## src/rtl/frame_buffer_ctrl_if.sv

```systemverilog
// -----------------------------------------------------------------------------
// frame_buffer_ctrl_if
// Bus bundle between the ping-pong frame buffer controller and its neighbours
// (pixel writer, the two frame buffers and the frame multiplexer).
//
//   WrValid      writer -> ctrl   writer presents a pixel
//   WrReady      ctrl -> writer   controller can accept a pixel
//   Buf0We       ctrl -> Buf0     write strobe for buffer 0
//   Buf1We       ctrl -> Buf1     write strobe for buffer 1
//   WrAddr[AW]   ctrl -> buffers  write address into the back buffer
//   RdAddr[AW]   ctrl -> buffers  read address into the front buffer
//   SelBuf0      ctrl -> mux      display buffer 0
//   SelBlank     ctrl -> mux      display blank
//   SelBuf1      ctrl -> mux      display buffer 1
//   FrameStart   ctrl -> system   first visible cycle of a frame
//   FrameRepeat  ctrl -> system   swap point passed without a new frame
//
// master: the writer/display side; slave: the controller.
// -----------------------------------------------------------------------------
interface frame_buffer_ctrl_if #(
  parameter int AW = 6
);
  logic          WrValid;
  logic          WrReady;
  logic          Buf0We;
  logic          Buf1We;
  logic [AW-1:0] WrAddr;
  logic [AW-1:0] RdAddr;
  logic          SelBuf0;
  logic          SelBlank;
  logic          SelBuf1;
  logic          FrameStart;
  logic          FrameRepeat;

  modport master (
    output WrValid,
    input  WrReady, Buf0We, Buf1We, WrAddr, RdAddr,
    input  SelBuf0, SelBlank, SelBuf1, FrameStart, FrameRepeat
  );

  modport slave (
    input  WrValid,
    output WrReady, Buf0We, Buf1We, WrAddr, RdAddr,
    output SelBuf0, SelBlank, SelBuf1, FrameStart, FrameRepeat
  );
endinterface

```

## src/rtl/frame_buffer_ctrl.sv

```systemverilog
// -----------------------------------------------------------------------------
// frame_buffer_ctrl
// Ping-pong double-buffer controller. Pixel writes are steered into the back
// buffer while a read address walks the front buffer. Buffers swap only on the
// last cycle of the blanking interval, so a displayed frame is never torn.
// Frame period is always BLANK_CYCLES + PIX_PER_FRAME clocks.
//
// Ports:
//   Clk    rising-edge clock
//   Rst_n  asynchronous active-low reset (discards any partial frame)
//   bus    frame_buffer_ctrl_if.slave (write handshake, buffer strobes and
//          addresses, one-hot display selects, frame pulses)
// -----------------------------------------------------------------------------
module frame_buffer_ctrl #(
  parameter int PIX_PER_FRAME = 64,
  parameter int BLANK_CYCLES  = 8,
  parameter int AW            = 6
) (
  input  logic                 Clk,
  input  logic                 Rst_n,
  frame_buffer_ctrl_if.slave   bus
);

  localparam int            BW         = (BLANK_CYCLES > 1) ? $clog2(BLANK_CYCLES) : 1;
  localparam logic [BW-1:0] BLANK_LAST = BW'(BLANK_CYCLES - 1);
  localparam logic [AW-1:0] PIX_LAST   = AW'(PIX_PER_FRAME - 1);

  typedef enum logic {BLANK = 1'b0, SHOW = 1'b1} state_t;

  state_t        state, nxtState;
  logic [BW-1:0] blankCnt, nxtBlankCnt;
  logic [AW-1:0] pixCnt, nxtPixCnt;
  logic [AW-1:0] wrAddr, nxtWrAddr;
  logic          front, nxtFront;
  logic          frontValid, nxtFrontValid;
  logic          backFull, nxtBackFull;

  // Registered outputs and their next values
  logic [AW-1:0] rdAddr, nxtRdAddr;
  logic          wrReady, nxtWrReady;
  logic          selBuf0, nxtSelBuf0;
  logic          selBlank, nxtSelBlank;
  logic          selBuf1, nxtSelBuf1;
  logic          frameStart, nxtFrameStart;
  logic          frameRepeat, nxtFrameRepeat;

  logic          back;
  logic          wrXfer;
  logic          showing;

  assign back   = ~front;
  assign wrXfer = bus.WrValid && wrReady;

  assign bus.Buf0We      = wrXfer && !back;
  assign bus.Buf1We      = wrXfer && back;
  assign bus.WrReady     = wrReady;
  assign bus.WrAddr      = wrAddr;
  assign bus.RdAddr      = rdAddr;
  assign bus.SelBuf0     = selBuf0;
  assign bus.SelBlank    = selBlank;
  assign bus.SelBuf1     = selBuf1;
  assign bus.FrameStart  = frameStart;
  assign bus.FrameRepeat = frameRepeat;

  // State register: all control state plus the registered outputs
  always_ff @(posedge Clk or negedge Rst_n) begin
    if (!Rst_n) begin
      state       <= BLANK;
      blankCnt    <= '0;
      pixCnt      <= '0;
      wrAddr      <= '0;
      front       <= 1'b0;
      frontValid  <= 1'b0;
      backFull    <= 1'b0;
      rdAddr      <= '0;
      wrReady     <= 1'b1;
      selBuf0     <= 1'b0;
      selBlank    <= 1'b1;
      selBuf1     <= 1'b0;
      frameStart  <= 1'b0;
      frameRepeat <= 1'b0;
    end else begin
      state       <= nxtState;
      blankCnt    <= nxtBlankCnt;
      pixCnt      <= nxtPixCnt;
      wrAddr      <= nxtWrAddr;
      front       <= nxtFront;
      frontValid  <= nxtFrontValid;
      backFull    <= nxtBackFull;
      rdAddr      <= nxtRdAddr;
      wrReady     <= nxtWrReady;
      selBuf0     <= nxtSelBuf0;
      selBlank    <= nxtSelBlank;
      selBuf1     <= nxtSelBuf1;
      frameStart  <= nxtFrameStart;
      frameRepeat <= nxtFrameRepeat;
    end
  end

  // Next-state logic: display timing, swap decision and write address
  always_comb begin
    nxtState      = state;
    nxtBlankCnt   = blankCnt;
    nxtPixCnt     = pixCnt;
    nxtFront      = front;
    nxtFrontValid = frontValid;
    nxtBackFull   = backFull;
    nxtWrAddr     = wrAddr;

    case (state)
      BLANK: begin
        if (blankCnt == BLANK_LAST) begin
          nxtState    = SHOW;
          nxtBlankCnt = '0;
          nxtPixCnt   = '0;
          // Swap uses the BackFull seen at the start of this cycle; a final
          // write landing now only becomes visible at the next swap point.
          if (backFull) begin
            nxtFront      = ~front;
            nxtFrontValid = 1'b1;
            nxtBackFull   = 1'b0;
          end
        end else begin
          nxtBlankCnt = blankCnt + BW'(1);
        end
      end
      SHOW: begin
        if (pixCnt == PIX_LAST) begin
          nxtState    = BLANK;
          nxtBlankCnt = '0;
          nxtPixCnt   = '0;
        end else begin
          nxtPixCnt = pixCnt + AW'(1);
        end
      end
    endcase

    // A transfer is only possible while BackFull is clear, so it never
    // collides with the swap clearing BackFull above.
    if (wrXfer) begin
      if (wrAddr == PIX_LAST) begin
        nxtWrAddr   = '0;
        nxtBackFull = 1'b1;
      end else begin
        nxtWrAddr = wrAddr + AW'(1);
      end
    end
  end

  // Output logic: outputs are decoded from next-state values and registered,
  // so in every cycle they line up with the state actually held in that cycle.
  always_comb begin
    showing        = (nxtState == SHOW) && nxtFrontValid;
    nxtSelBuf0     = showing && !nxtFront;
    nxtSelBuf1     = showing && nxtFront;
    nxtSelBlank    = !showing;
    nxtRdAddr      = (nxtState == SHOW) ? nxtPixCnt : '0;
    nxtFrameStart  = (nxtState == SHOW) && (nxtPixCnt == '0);
    nxtFrameRepeat = (nxtState == BLANK) && (nxtBlankCnt == BLANK_LAST) &&
                     !nxtBackFull && nxtFrontValid;
    nxtWrReady     = !nxtBackFull;
  end

endmodule
```

## src/flat_wrapper.sv

```systemverilog
// flat-port wrapper written by rule: the top's interface ports become plain ports
module frame_buffer_ctrl_flat 
#(
  parameter int PIX_PER_FRAME = 64,
  parameter int BLANK_CYCLES  = 8,
  parameter int AW            = 6
)
  (Clk, Rst_n, bus_WrValid, bus_WrReady, bus_Buf0We, bus_Buf1We, bus_WrAddr, bus_RdAddr, bus_SelBuf0, bus_SelBlank, bus_SelBuf1, bus_FrameStart, bus_FrameRepeat);
  frame_buffer_ctrl_if #(.AW(AW)) bus_i ();
  input  logic Clk;
  input  logic Rst_n;
  input wire logic [$bits(bus_i.WrValid)-1:0] bus_WrValid;
  output wire logic [$bits(bus_i.WrReady)-1:0] bus_WrReady;
  output wire logic [$bits(bus_i.Buf0We)-1:0] bus_Buf0We;
  output wire logic [$bits(bus_i.Buf1We)-1:0] bus_Buf1We;
  output wire logic [$bits(bus_i.WrAddr)-1:0] bus_WrAddr;
  output wire logic [$bits(bus_i.RdAddr)-1:0] bus_RdAddr;
  output wire logic [$bits(bus_i.SelBuf0)-1:0] bus_SelBuf0;
  output wire logic [$bits(bus_i.SelBlank)-1:0] bus_SelBlank;
  output wire logic [$bits(bus_i.SelBuf1)-1:0] bus_SelBuf1;
  output wire logic [$bits(bus_i.FrameStart)-1:0] bus_FrameStart;
  output wire logic [$bits(bus_i.FrameRepeat)-1:0] bus_FrameRepeat;
  assign bus_i.WrValid = bus_WrValid;
  assign bus_WrReady = bus_i.WrReady;
  assign bus_Buf0We = bus_i.Buf0We;
  assign bus_Buf1We = bus_i.Buf1We;
  assign bus_WrAddr = bus_i.WrAddr;
  assign bus_RdAddr = bus_i.RdAddr;
  assign bus_SelBuf0 = bus_i.SelBuf0;
  assign bus_SelBlank = bus_i.SelBlank;
  assign bus_SelBuf1 = bus_i.SelBuf1;
  assign bus_FrameStart = bus_i.FrameStart;
  assign bus_FrameRepeat = bus_i.FrameRepeat;
  frame_buffer_ctrl #(.PIX_PER_FRAME(PIX_PER_FRAME), .BLANK_CYCLES(BLANK_CYCLES), .AW(AW)) u_core (.Clk(Clk), .Rst_n(Rst_n), .bus(bus_i));
endmodule
```

## config.mk

```make
export PLATFORM = sky130hd
export DESIGN_NAME = frame_buffer_ctrl_flat
export DESIGN_NICKNAME = d
export VERILOG_FILES = /design/src/rtl/frame_buffer_ctrl_if.sv /design/src/rtl/frame_buffer_ctrl.sv /design/src/flat_wrapper.sv
export SDC_FILE = /design/constraint.sdc
export NUM_CORES = 1
export LEC_CHECK = 0
export CAP_MARGIN = 30
export CORE_MARGIN = 2
export CORE_UTILIZATION = 51
export CTS_CLUSTER_DIAMETER = 40
export DETAILED_ROUTE_END_ITERATION = 6
export HOLD_SLACK_MARGIN = 0.15
export PLACE_DENSITY_LB_ADDON = 0.08
export SLEW_MARGIN = 20
export SYNTH_ARGS = -nofsm -noshare
export SYNTH_HDL_FRONTEND = slang
export SYNTH_SLANG_ARGS = --single-unit
```

## constraint.sdc

```tcl
create_clock -name Clk -period 1.8 [get_ports Clk]
set_input_delay 0.36 -clock Clk [delete_from_list [all_inputs] [get_ports Clk]]
set_output_delay 0.36 -clock Clk [all_outputs]
set_load 0.02 [all_outputs]
```

# --- Yosys cells after proc, flatten, opt, wreduce, memory -nomap -nowiden ---
# Cells that the tools add are included.
# Widths: inputs -> output; s select.
word_totals:
  regBits: 31
  in_bits: 3
  word_cells: 59
op_classes:
  n_addsub: 3
  n_eq_ne: 4
  n_mux: 21
  n_bitwise: 3
  reduce_logical: 14
op_table:
  columns: ["cell", "count"]
  rows:
  - ["$mux 6", 4]
  - ["$add 6x1->6 const B", 2]
  - ["$eq 6x6->1 const B", 2]
  - ["$mux 1", 12]
  - ["$pmux 6 s2", 1]
  - ["$logic_and 1x1->1", 10]
  - ["$eq 3x3->1 const B", 2]
  - ["$logic_not 6->1", 1]
  - ["$mux 3", 2]
  - ["$pmux 3 s2", 1]
  - ["$add 3x1->3 const B", 1]
  - ["$logic_not 1->1", 3]
  - ["$not 1->1", 3]
  - ["$pmux 1 s2", 1]

# --- Depth between registers and ports, before layout ---
depth:
  ltp_word: 8
  ltp_mapped: 6

# --- Least setup slack after synthesis ---
# Ideal clock, no wire load.
synth_timing:
  kind: "register to register"
  startpoint: "register u_core.blankCnt[0]"
  endpoint: "register u_core.frameStart, in the netlist u_core.bus.FrameStart"
  setup_time_ns: 0.121
  arrival_ns: 1.410
  t_required_ns: 1.679
  slack_ns: 0.269
  path_stages_with_launch: 7
  n_path_buf: 0
  path_cell_list: "dfrtp_1 > ha_1 > ha_1 > nor2_2 > a32oi_1 > a21boi_0 > and4b_1"
synth_via:
  elab_chain_len: 5
  elab_cells_between_ends: 7
  classes_between: "eq/ne (1); mux (4); reduce/logical (2)"
synth_rtl:
  columns: ["element", "line", "text"]
  rows:
  - ["start, declared", "frame_buffer_ctrl.sv:31", "logic [BW-1:0] blankCnt, nxtBlankCnt;"]
  - ["start signal, assigned", "frame_buffer_ctrl.sv:84", "blankCnt <= nxtBlankCnt;"]
  - ["$eq 3x3->1 *", "frame_buffer_ctrl.sv:112", "if (blankCnt == BLANK_LAST) begin"]
  - ["$mux 6", "frame_buffer_ctrl.sv:112", null]
  - ["$pmux 6 s2", "frame_buffer_ctrl.sv:110", "case (state)"]
  - ["$logic_not 6->1", "frame_buffer_ctrl.sv:158", "nxtFrameStart = (nxtState == SHOW) && (nxtPixCnt == '0);"]
  - ["$logic_and 1x1->1 *", "frame_buffer_ctrl.sv:158", null]
  - ["named net u_core.nxtFrameStart", "frame_buffer_ctrl.sv:44", "logic frameStart, nxtFrameStart;"]
  - ["end signal, assigned", "frame_buffer_ctrl.sv:95", "frameStart <= nxtFrameStart;"]
  - ["end, declared", "frame_buffer_ctrl.sv:44", null]
# The timed path passes the listed nets; every way through them passes the cells marked *.
# A chain may end at the register's enable or synchronous reset.

# --- Worst setup path in the final report ---
layout_timing:
  startpoint: "register u_core.wrAddr[3], in the netlist u_core.bus.WrAddr[3]"
  endpoint: "output port bus_WrAddr[3]"
layout_rtl:
  columns: ["element", "line", "text"]
  rows:
  - ["start, declared", "frame_buffer_ctrl.sv:33", "logic [AW-1:0] wrAddr, nxtWrAddr;"]
  - ["start signal, assigned", "frame_buffer_ctrl.sv:86", "wrAddr <= nxtWrAddr;"]
  - ["end, declared", "flat_wrapper.sv:16", "output wire logic [$bits(bus_i.WrAddr)-1:0] bus_WrAddr;"]
# No word-level cell between the ends.

==> out/metrics.yaml <==
path_class: "reg2out"
syn_nets: 121
drtIter0Drc: 23
drc: 0
cp_top_family: "buffers and inverters"
routed_wl_um: 2280
power_mw: 1.72
path_buf_inv: 1
rows: 18
clkTransAtPathRegs_ps: 100
dr_total_vias: 949
power_density_nw_per_um2: 1020
worstMarginPinSlew_ps: 373
nets: 152
period_needed_ps: 1740
slew_viol_final: 0
grt_usage_pct: 16.5
cts_made_buffers: 5
cts_root_buf: "clkbuf_4"
die_w_um: 55.6
routedWlPerCell_um: 13.0
fin_cells: 176
grt_pass1_vias: 890
grt_pass1_wl_um: 3840
core-area_sq_um: 2500
utilization_pct: 67.3
dieArea_sq_um: 3090
synth_common_cells: "dfrtp_1 (29), nor2_1 (8), nand2_1 (7)"
min_path_type: "in2async"
cts_tree: "built"
cp.arrival_ps: 1380
worst_path_largest_cell_delay_ps: 630
cts.sinks: 31
period_share_pct: 96.5
place.gp.congestion: 0.737
cell_internal_pwr_mw: 1.19
drive_gt1_share_pct: 16.4
finalSetupViolations: 0
initial_core_util_pct: 54.3
io_pins: 23
path_cells: "clkdlybuf4s50_1"
yosysMostFrequentCell: "dfrtp_1"
p_sw_share_pct: 31.0
yosysTopAreaCell: "dfrtp_1"
die_h_um: 55.6
synth_top_area_share_pct: 53.5
design_area_sq_um: 1680
peakVddDrop_uv: 894
syn_inst: 114
syn_to_final_growth_pct: 23.9
startpoint: "u_core.bus.WrAddr[3]$_DFFE_PN0P_"
fill_cells: 213
rsz0062_at_grt: "false"
place_area_sq_um: 1630
leakage_nw: 0.792
switchingPower_uw: 534
clock_skew_ps: 15.3
vias_per_cell: 5.39
synth_area_leaders: "dfrtp_1 (53%), dfstp_2 (3.9%), ha_1 (3.7%)"
hold_buffers: 0
h-tree-depth: 2
grt_max_degree: 32
crit_required_ps: 1440
ys_ff_latch: 31
cts_setup_buffers: 0
yosysSeqAreaShare_pct: 57.3
avgSynthCellArea_sq_um: 11.9
place_inst: 168
clock_latency_ps: 330
synthFlopType: "dfrtp_1"
pwr-share-seq_pct: 50.2
end_kind: "primary output"
port_buffers: 22
relSlewSlack_pct: 75.1
synthDistinctLibCells: 40
synth_edf_count: 0
netlist_area_sq_um: 1360
clockPowerShare_pct: 24.0
status: "completed"
fmaxAchievable_mhz: 576
drv_cap: 0
yosysWarningCount: 0
async_flop_share_pct: 100
antenna_cells: 0
cp_max_fo: 5
r2r-start: "u_core.blankCnt[0]$_DFF_PN0_"
grt-ovfl-total: 0
dr.pass1.iters: 4
ant_nets: 0
slowest_stage: "clkdlybuf4s50_1"
final_hold_viol_count: 0
clockBufferDepth: 2
antenna_found_initial: 0
hpwlAfterDp_um: 1660
pwr-share-comb_pct: 25.8
startpoint_type: "flop"
## state kept, by name, indices dropped and copies added (netlist names)
name,count
u_core.backFull,1
u_core.blankCnt,3
u_core.bus.FrameRepeat,1
u_core.bus.FrameStart,1
u_core.bus.RdAddr,6
u_core.bus.SelBlank,1
u_core.bus.SelBuf0,1
u_core.bus.SelBuf1,1
u_core.bus.WrAddr,6
u_core.bus.WrReady,1
u_core.front,1
u_core.frontValid,1
u_core.pixCnt,6
u_core.state,1
## through the flow
step | TNS [ps] | hold WS (ps) | setup slack [ps]
2_1_floorplan | 0 | 64.4 | 269
5_1_grt | 0 | 431 | 5.13
4_1_cts | 0 | 400 | 1.78
6_report | 0 | 403 | 63.6
3_5_place_dp | -329 | 505 | -179
3_3_place_gp | -282 | 488 | -145
## path summary, 6_finish.rpt
kind | to | slack [ps] | cells after the start
setup / recovery | bus_WrAddr[3] | 60 | 1
hold / removal | u_core.bus.WrAddr[1]$_DFFE_PN0P_ | 400 | 2
setup reg to reg | u_core.bus.FrameStart$_DFF_PN0_ | 230 | 6
hold reg to reg | u_core.bus.WrAddr[5]$_DFFE_PN0P_ | 510 | 1
max in group asynchronous | u_core.bus.WrReady$_DFF_PN1_ | 1070 | 2
min in group Clk | u_core.bus.WrAddr[5]$_DFFE_PN0P_ | 510 | 1
## cell type report
class / instances / area (sq um) / share of cell area (%)
well taps: 30 / 37.5 / 2.23
repair buffers: 26 / 244 / 14.5
clock buffers: 7 / 55.1 / 3.27
inverters: 6 / 22.5 / 1.34
multi-input cells: 75 / 539 / 32.1
flip-flops and latches: 31 / 778 / 46.3
clock inverters: 1 / 5.00 / 0.298
## cells by family (layout without fill, tap and decap cells)
logic type	Yosys count	in the layout	share of synthesized area, %
simple gates	40	40	16.7
flops	31	31	57.3
compound gates	21	21	12.6
xor+xnor	8	8	5.16
buf+inv	8	40	2.95
fa+ha+maj	4	4	3.69
mux	2	2	1.57
## repair_timing
action	4_1_cts	5_1_grt
resized for setup	4	3
gates cloned	0	0
setup endpoints to repair	4	2
## worst reg2reg max path: cells and delay by family (launching register included)
family	cells	cell delay [ps]
DFF	1	430
and+or+nand+nor	2	370
adders and majority gates	2	450
AOI/OAI and AO/OA	2	210
## per-layer routing
metal  track usage (%)  part of all wire (%)  vias up  wire length, um
met5                 0                     0        -                0
met4              8.71                   1.4        0               32
met3              8.37                   7.0        4              159
met2              25.2                    47       28             1070
met1              18.8                    45      456             1020
li1                  -                     -      461                -
## power by group through the flow
| stage | combinational, mW | clock (mW) | sequential [mW] |
|---|---|---|---|
| after floorplan | 0.164 | 0 | 0.960 |
| final | 0.444 | 0.414 | 0.864 |
| after global placement | 0.450 | 0 | 0.876 |
| after detailed placement | 0.459 | 0 | 0.879 |
| after CTS | 0.455 | 0.432 | 0.865 |
| after global routing | 0.484 | 0.470 | 0.880 |
## placed cells by master (no fill, tap or decap), types with 2 or more instances in the layout
| cell | count |
|---|---|
| and2_1 | 5 |
| nand3b_1 | 2 |
| ha_1 | 4 |
| nor3_1 | 2 |
| xor2_1 | 4 |
| xnor2_1 | 4 |
| clkbuf_4 | 5 |
| a21oi_1 | 3 |
| a21o_1 | 4 |
| dfstp_2 | 2 |
| nor2_1 | 8 |
| dlygate4sd2_1 | 3 |
| inv_1 | 6 |
| nand2_1 | 7 |
| o21ai_0 | 3 |
| clkdlybuf4s50_1 | 17 |
| nand3_1 | 5 |
| buf_4 | 4 |
| dfrtp_1 | 29 |
| and3_1 | 2 |
No activity file was read; power rests on OpenSTA's default activity.
